### src/rtl/my_uart_tx_pkg.sv
// Shared UART definitions: state encoding, baud divider helper and 8N1 frame size.
// Used by both the transmitter and the receiver.
package uart_defs;

  localparam logic [2:0] IDLE   = 3'd0;
  localparam logic [2:0] START  = 3'd1;
  localparam logic [2:0] DATA   = 3'd2;
  localparam logic [2:0] PARITY = 3'd3;
  localparam logic [2:0] STOP   = 3'd4;

  // Line bits in a plain 8N1 frame: start + 8 data + 1 stop.
  localparam int FRAME_BITS = 10;

  function automatic int calc_baud_div(input int clk_freq, input int baud);
    return clk_freq / baud;
  endfunction

endpackage

### src/rtl/my_uart_tx_baud_gen.sv
// Free-running bit-period counter with synchronous clear and enable.
// Pulses tick for one cycle when the count reaches DIV-1, then wraps to zero.
module uart_baud_gen
  import uart_defs::*;
#(
  parameter int DIV = 434
) (
  input  logic                   clk,
  input  logic                   rst_n,
  input  logic                   clear,
  input  logic                   enable,
  output logic                   tick,
  output logic [$clog2(DIV)-1:0] count
);

  localparam int CW = $clog2(DIV);
  localparam logic [CW-1:0] LAST = CW'(DIV - 1);

  assign tick = enable && (count == LAST);

  always_ff @(posedge clk or negedge rst_n) begin
    if (!rst_n) begin
      count <= '0;
    end else if (clear) begin
      count <= '0;
    end else if (enable) begin
      count <= tick ? '0 : count + 1'b1;
    end
  end

endmodule

### src/rtl/my_uart_tx.sv
// UART transmitter: start bit, 8 data bits LSB first, optional parity, 1 or 2 stop bits.
// Bytes arrive through a valid/ready handshake; the line output is registered and idles high.
module my_uart_tx
  import uart_defs::*;
#(
  parameter int CLK_FREQ   = 50000000,
  parameter int BAUD       = 115200,
  parameter int PARITY_EN  = 0,
  parameter int PARITY_ODD = 0,
  parameter int STOP_BITS  = 1
) (
  input  logic       clk,
  input  logic       rst_n,
  input  logic [7:0] tx_data,
  input  logic       tx_valid,
  output logic       tx_ready,
  output logic       rs232_tx,
  output logic       tx_busy,
  output logic       tx_done
);

  localparam int BAUD_DIV = calc_baud_div(CLK_FREQ, BAUD);
  localparam int CW       = $clog2(BAUD_DIV);
  localparam logic [CW-1:0] STOP_END = CW'(BAUD_DIV - 2);

  if (STOP_BITS != 1 && STOP_BITS != 2) begin : g_bad_stop_bits
    $error("my_uart_tx: STOP_BITS must be 1 or 2");
  end
  if (BAUD_DIV < 2) begin : g_bad_baud_div
    $error("my_uart_tx: CLK_FREQ/BAUD must be at least 2");
  end

  logic [2:0]    state;
  logic [7:0]    shift_reg;
  logic [2:0]    bit_idx;
  logic          stop_cnt;
  logic          parity_bit;
  logic          tick;
  logic [CW-1:0] baud_cnt;
  logic          accept;

  assign tx_ready = (state == IDLE);
  assign tx_busy  = (state != IDLE);
  assign accept   = tx_valid && tx_ready;

  uart_baud_gen #(
    .DIV (BAUD_DIV)
  ) u_baud_gen (
    .clk    (clk),
    .rst_n  (rst_n),
    .clear  (accept),
    .enable (tx_busy),
    .tick   (tick),
    .count  (baud_cnt)
  );

  // The last stop bit leaves STOP one cycle early: its final line cycle is the
  // IDLE/tx_done cycle, so a byte offered then starts with no idle gap.
  always_ff @(posedge clk or negedge rst_n) begin
    if (!rst_n) begin
      state      <= IDLE;
      rs232_tx   <= 1'b1;
      tx_done    <= 1'b0;
      shift_reg  <= '0;
      bit_idx    <= '0;
      stop_cnt   <= 1'b0;
      parity_bit <= 1'b0;
    end else begin
      tx_done <= 1'b0;
      case (state)
        IDLE: begin
          rs232_tx <= 1'b1;
          if (accept) begin
            shift_reg  <= tx_data;
            parity_bit <= (^tx_data) ^ (PARITY_ODD != 0);
            bit_idx    <= '0;
            stop_cnt   <= 1'b0;
            rs232_tx   <= 1'b0;
            state      <= START;
          end
        end
        START: begin
          if (tick) begin
            rs232_tx <= shift_reg[0];
            state    <= DATA;
          end
        end
        DATA: begin
          if (tick) begin
            shift_reg <= shift_reg >> 1;
            if (bit_idx == 3'd7) begin
              if (PARITY_EN != 0) begin
                rs232_tx <= parity_bit;
                state    <= PARITY;
              end else begin
                rs232_tx <= 1'b1;
                state    <= STOP;
              end
            end else begin
              rs232_tx <= shift_reg[1];
              bit_idx  <= bit_idx + 3'd1;
            end
          end
        end
        PARITY: begin
          if (tick) begin
            rs232_tx <= 1'b1;
            state    <= STOP;
          end
        end
        STOP: begin
          if (stop_cnt == 1'(STOP_BITS - 1) && baud_cnt == STOP_END) begin
            state   <= IDLE;
            tx_done <= 1'b1;
          end else if (tick) begin
            stop_cnt <= stop_cnt + 1'b1;
          end
        end
        default: begin
          rs232_tx <= 1'b1;
          state    <= IDLE;
        end
      endcase
    end
  end

endmodule

### config.mk
export PLATFORM = sky130hd
export DESIGN_NAME = my_uart_tx
export DESIGN_NICKNAME = d
export VERILOG_FILES = /design/src/rtl/my_uart_tx_pkg.sv /design/src/rtl/my_uart_tx_baud_gen.sv /design/src/rtl/my_uart_tx.sv
export SDC_FILE = /design/constraint.sdc
export NUM_CORES = 1
export LEC_CHECK = 0
export BUFFER_PORTS_ARGS = -buffer_cell sky130_fd_sc_hd__buf_2
export CAP_MARGIN = 40
export CORE_UTILIZATION = 45
export CTS_BUF_LIST = sky130_fd_sc_hd__clkbuf_16
export CTS_CLUSTER_DIAMETER = 60
export DETAILED_ROUTE_END_ITERATION = 6
export HOLD_SLACK_MARGIN = 0.06
export PLACE_DENSITY = 0.72
export SLEW_MARGIN = 20
export SYNTH_ARGS = -nofsm -noshare
export SYNTH_HDL_FRONTEND = slang
export SYNTH_HIERARCHICAL = 1
export SYNTH_SLANG_ARGS = --single-unit
### constraint.sdc
create_clock -name clk -period 2.2 [get_ports clk]
set_input_delay 0.44 -clock clk [delete_from_list [all_inputs] [get_ports clk]]
set_output_delay 0.44 -clock clk [all_outputs]
set_load 0.02 [all_outputs]
== After elaboration in Yosys (flattened, before gate mapping) ==
Index checks and enable logic that the tools add are counted.

* Add/sub/neg operators: 3
* Equality and inequality tests: 16
* Multiplexer cells: 29
* Bitwise logic cells: 2
* Reduce and logical (&&, ||, !) cells: 13

{| class="wikitable"
|+ Operators with widths
! operator !! count
|-
| 3-bit two-way mux || 9
|-
| 9-bit two-way mux || 3
|-
| 9-bit == test (second input constant) || 2
|-
| 8-bit two-way mux || 2
|-
| 8-bit case mux with 2 select lines || 1
|-
| 3-bit case mux with 5 select lines || 1
|-
| 4-bit AND reduction || 3
|-
| 1-bit two-way mux || 10
|-
| 2-bit by 1-bit inequality test with 1-bit output (second input constant) || 5
|-
| 9-bit by 1-bit adder with 9-bit output (second input constant) || 1
|-
| 2-bit inequality test (second input constant) || 4
|-
| 3-bit by 2-bit == test with 1-bit output (second input constant) || 2
|-
| 3-bit == test (second input constant) || 2
|-
| 3-bit case mux with 2 select lines || 1
|-
| 6-bit AND reduction || 1
|-
| 2-bit nonzero test || 3
|-
| 1-bit case mux with 5 select lines || 1
|-
| 3-bit by 1-bit adder with 3-bit output (second input constant) || 1
|-
| 3-bit by 1-bit == test with 1-bit output (second input constant) || 1
|-
| 1-bit logical AND || 3
|-
| 3-bit zero test || 1
|-
| 3-bit AND reduction || 1
|-
| 3-bit nonzero test || 1
|-
| 1-bit inverter || 2
|-
| other kinds (2) || 2
|}

* Register bits after elaboration: 26
* Output and inout bits: 4

== Depth between registers and ports, before layout ==
* Depth in word-level cells: 5
* Mapped depth: 11
* Depth with buffers taken out: 8

== Hierarchy ==
The synthesis kept the hierarchy.

{| class="wikitable"
|+ Modules (own cells, without submodules)
! module !! instances !! cells an instance !! area each (sq um) !! sequential area each (sq um)
|-
| my_uart_tx || 1 || 96 || 925.9 || 426.7
|-
| uart_baud_gen || 1 || 52 || 518.0 || 225.2
|}

== Least setup slack after synthesis ==
OpenSTA, ideal clock, no wires.

* Path type: register -> register
* From: register state[1]
* To: register shift_reg[1]
* Setup time: 0.128 ns
* Arrival time: 2.339 ns
* Data required time: 2.072 ns
* Setup slack: -0.266 ns
* Stages on the path, launching flop included: 11
* Buffers on the path: 3
* Path through: dfrtp_1 > buf_2 > nor3_2 > inv_1 > nand4_1 > nor3_2 > buf_2 > and2_1 > o21ai_1 > buf_2 > o21ai_0

* Word-level cells in the longest chain between the ends: 4
* Elaborated cells between the ends (all ways): 10

{| class="wikitable"
|+ Ends and longest elaborated chain
! item !! line !! RTL
|-
| from (decl) || my_uart_tx.sv:33 || <nowiki>logic [2:0] state;</nowiki>
|-
| from (signal assigned) || my_uart_tx.sv:61 || <nowiki>state <= IDLE;</nowiki>
|-
| from (signal assigned) || my_uart_tx.sv:79 || <nowiki>state <= START;</nowiki>
|-
| from (signal assigned) || my_uart_tx.sv:85 || <nowiki>state <= DATA;</nowiki>
|-
| 3-bit zero test (*) || my_uart_tx.sv:42 || <nowiki>assign tx_ready = (state == IDLE);</nowiki>
|-
| via tx_ready || my_uart_tx.sv:16 || <nowiki>output logic tx_ready,</nowiki>
|-
| 1-bit logical AND || my_uart_tx.sv:44 || <nowiki>assign accept = tx_valid && tx_ready;</nowiki>
|-
| 2-bit by 1-bit inequality test with 1-bit output (no line) || -- ||
|-
| 3-bit AND reduction (no line) || -- ||
|-
| to (signal assigned) || my_uart_tx.sv:74 || <nowiki>shift_reg <= tx_data;</nowiki>
|-
| to (signal assigned) || my_uart_tx.sv:90 || <nowiki>shift_reg <= shift_reg >> 1;</nowiki>
|-
| to (decl) || my_uart_tx.sv:34 || <nowiki>logic [7:0] shift_reg;</nowiki>
|}

The timed path passes the listed nets; every way through them passes the cells marked *.
A chain may end at the register's enable or synchronous reset.

== Final worst setup path ==
* From: register state[1]
* To: register bit_idx[1]

* Word-level cells in the longest chain between the ends: 4
* Elaborated cells between the ends (all ways): 11

{| class="wikitable"
|+ Ends and longest elaborated chain
! item !! line !! RTL
|-
| 3-bit nonzero test || my_uart_tx.sv:43 || <nowiki>assign tx_busy = (state != IDLE);</nowiki>
|-
| 1-bit logical AND || my_uart_tx_baud_gen.sv:19 || <nowiki>assign tick = enable && (count == LAST);</nowiki>
|-
| via tick || my_uart_tx.sv:38 || <nowiki>logic tick;</nowiki>
|-
| 2-bit by 1-bit inequality test with 1-bit output (no line) || -- ||
|-
| 4-bit AND reduction (no line) || -- ||
|-
| to (signal assigned) || my_uart_tx.sv:101 || <nowiki>bit_idx <= bit_idx + 3'd1;</nowiki>
|-
| to (decl) || my_uart_tx.sv:35 || <nowiki>logic [2:0] bit_idx;</nowiki>
|}

The timed path passes the listed nets, and every way through them passes these cells.

==> results.yml <==
yosys:
  synth_cells: 148
  synthesis.nets: 163
  yosys_warnings: 6
  synth-seq-cells: 26
  netlist_area_um2: 1440
  avgSynthCellArea_um2: 9.76
  synth_seq_area_share_pct: 45.1
  ys_types: 39
status:
  status: "finished clean"
final_layout:
  largest_reg_flops: 9
  drive_above_1_share_pct: 22.2
  area_growth_pct: 17.5
  antennaDiodeCount: 0
  n_fill_cell: 279
  utilization_pct: 55.6
  finalNonFillerCells: 211
  layout_commonest_cell: "dfrtp_1"
  layout.nets: 183
  mostFrequentLayoutCells: "dfrtp_1, nand2_1, o21ai_0"
worst_setup_path:
  regToRegStartpoint: "state[1]$_DFFE_PN0P_"
  crit_arrival_ps: 2030
  startpoint_type: "register"
  startpoint: "state[1]$_DFFE_PN0P_"
  worst_ep_required_time_ps: 2310
  criticalPathCategory: "reg -> reg"
  cp-end-kind: "register"
  crit_fanout: 8
floorplan:
  pin_count: 15
  rows: 20
  fp.dieH_um: 58.6
  initial_core_util_pct: 47.3
  die_area_um2: 3440
  coreArea_um2: 3050
  dieWidth_um: 58.6
global_route:
  grt_pass1_vias: 1181
  antenna_found_initial: 0
  grt_max_degree: 27
  grtUsageTotal_pct: 20.4
  grt_pass1_wl_mm: 5.24
  overflow: 0
power_and_ir_drop:
  peakVddDrop_v: 0.000300
  power_density_nw_per_um2: 608
  p_leak_nw: 0.735
sta:
  max_freq_mhz: 521
  finalCritPeriodShare_pct: 87.2
  rsz0062_at_grt: "no"
  hold_viol: 0
  max_slew.worst_pin.slew_ps: 577
  setup_viol: 0
  slew_violations: 0
  fin_crit_ps: 1920
  finalClockSkew_ps: 7.47
  fin_tns_setup_ps: 0
  slew_headroom_pct: 61.5
clock_network:
  post_cts_buffers: 0
  cts_hold_repair.buffers: 0
  numCtsBuffers: 3
  cts_sinks: 26
  clk_latency_ps: 260
  cts_resized: 0
  cts_tree: "yes"
  path_clk_slew_ps: 70
  cts_root_buffer: "clkbuf_16"
  htree_levels: 1
  cts_max_path_buffers: 2
route:
  drt_pass1_iterations: 4
  avgViaCountPerCell: 5.47
  routedWlPerCell_um: 13.8
  drtIter0Drc: 73
  final_antenna_net_count: 0
  vias: 1155
  finalWirelength_mm: 2.92
  drc_errors: 0
placed_design:
  port-buffer-count: 14
  gp_congestion: 0.859
  placedCellCount: 207
  place_hpwl_mm: 2.10
min_path:
  hp-class: "in -> async"
job:
  maxCapViolations: 0
## layout make-up
type	count	area [µm²]	share of cell area, %
clock buffers	3	75.1	4.42
clock inverters	1	30.0	1.77
inverters	5	21.3	1.25
multi-input cells	111	741	43.7
flip-flops and latches	26	652	38.4
well taps	44	55.1	3.24
repair buffers	21	123	7.23
## power by group
group	internal (mW)	switching (mW)
Sequential	0.478	0
Combinational	0.00873	0.0137
Clock	0.362	0.169
Total	0.849	0.183
## worst paths after layout
check / to / slack (ps) / cells past startpoint
setup reg to reg: bit_idx[1]$_DFFE_PN0P_ / 280 / 7
setup / recovery: bit_idx[1]$_DFFE_PN0P_ / 280 / 7
min in group clk: shift_reg[7]$_DFFE_PN0P_ / 420 / 2
hold / removal: state[2]$_DFFE_PN0P_ / 170 / 1
max in group asynchronous: u_baud_gen/count[2]$_DFFE_PN0P_ / 1640 / 1
hold reg to reg: bit_idx[2]$_DFFE_PN0P_ / 490 / 2
## critical path, cell delays in order, from the launching register on
cell and delay [ps]:
dfrtp_1 410, nor3_4 270, inv_4 100, nand4_1 200
nor3_2 90, and3b_1 170, o21ai_1 340, o21ai_0 190
## per-layer routing
metal / global-route usage, % / vias to the layer above / share of wire (%)
li1: - / 569 / -
met5: 0 / - / 0
met1: 27.3 / 562 / 48
met4: 6.12 / 0 / 0.82
met2: 33.3 / 22 / 48
met3: 4.18 / 2 / 3.8
## Yosys cell counts
library cell | n | share of area [%]
nand3_1 | 5 | 1.7
nand4b_1 | 1 | 0.61
xor2_1 | 2 | 1.2
nor4b_4 | 1 | 1.6
mux2i_1 | 7 | 4.9
nand4_1 | 1 | 0.43
o211ai_4 | 1 | 1.5
and2_1 | 2 | 0.87
or3_1 | 4 | 1.7
ha_1 | 4 | 3.5
o31ai_1 | 5 | 2.6
and3b_1 | 1 | 0.61
buf_4 | 1 | 0.52
or4_1 | 1 | 0.52
dfstp_2 | 1 | 1.8
o21ai_0 | 16 | 5.5
nand2b_1 | 4 | 1.7
o32a_1 | 1 | 0.69
o2111ai_1 | 1 | 0.61
a21boi_0 | 1 | 0.52
nor3_2 | 2 | 1.4
buf_6 | 1 | 0.78
o31ai_4 | 1 | 1.5
a21oi_2 | 1 | 0.61
nor2_2 | 1 | 0.43
o22ai_1 | 1 | 0.43
o21ai_1 | 2 | 0.69
a21oi_1 | 8 | 2.8
or4_4 | 2 | 1.6
nor3_1 | 1 | 0.35
nand3b_1 | 1 | 0.52
buf_2 | 4 | 1.4
nor2_1 | 7 | 1.8
nor2b_1 | 2 | 0.87
mux2_2 | 1 | 0.78
dfrtp_1 | 25 | 43
nand2_1 | 22 | 5.7
nor4b_1 | 1 | 0.61
inv_1 | 5 | 1.3
## kinds of logic after synthesis
kind of cell             count (synthesis)  synth area share, %
AND/OR/NAND/NOR                         59                 23.1
buffers and inverters                   11                 3.99
XOR/XNOR                                 2                 1.21
adder cells (fa/ha/maj)                  4                 3.47
AO/OA/AOI/OAI                           38                 17.4
flip-flops                              26                 45.1
multiplexers                             8                 5.63
## stage by stage
stage | total power [mW] | hold slack, ps | setup WS (ps) | instance area [µm²]
CTS | 1.04 | 195 | 307 | 1700
finish | 1.03 | 170 | 282 | 1700
global route | 1.06 | 223 | 143 | 1700
detailed placement | 0.510 | 472 | 370 | 1590
global placement | 0.509 | 461 | 457 | 1590
floorplan | 0.491 | 144 | 16.1 | 1450
Note: power is estimated with default switching activity, not from simulation.
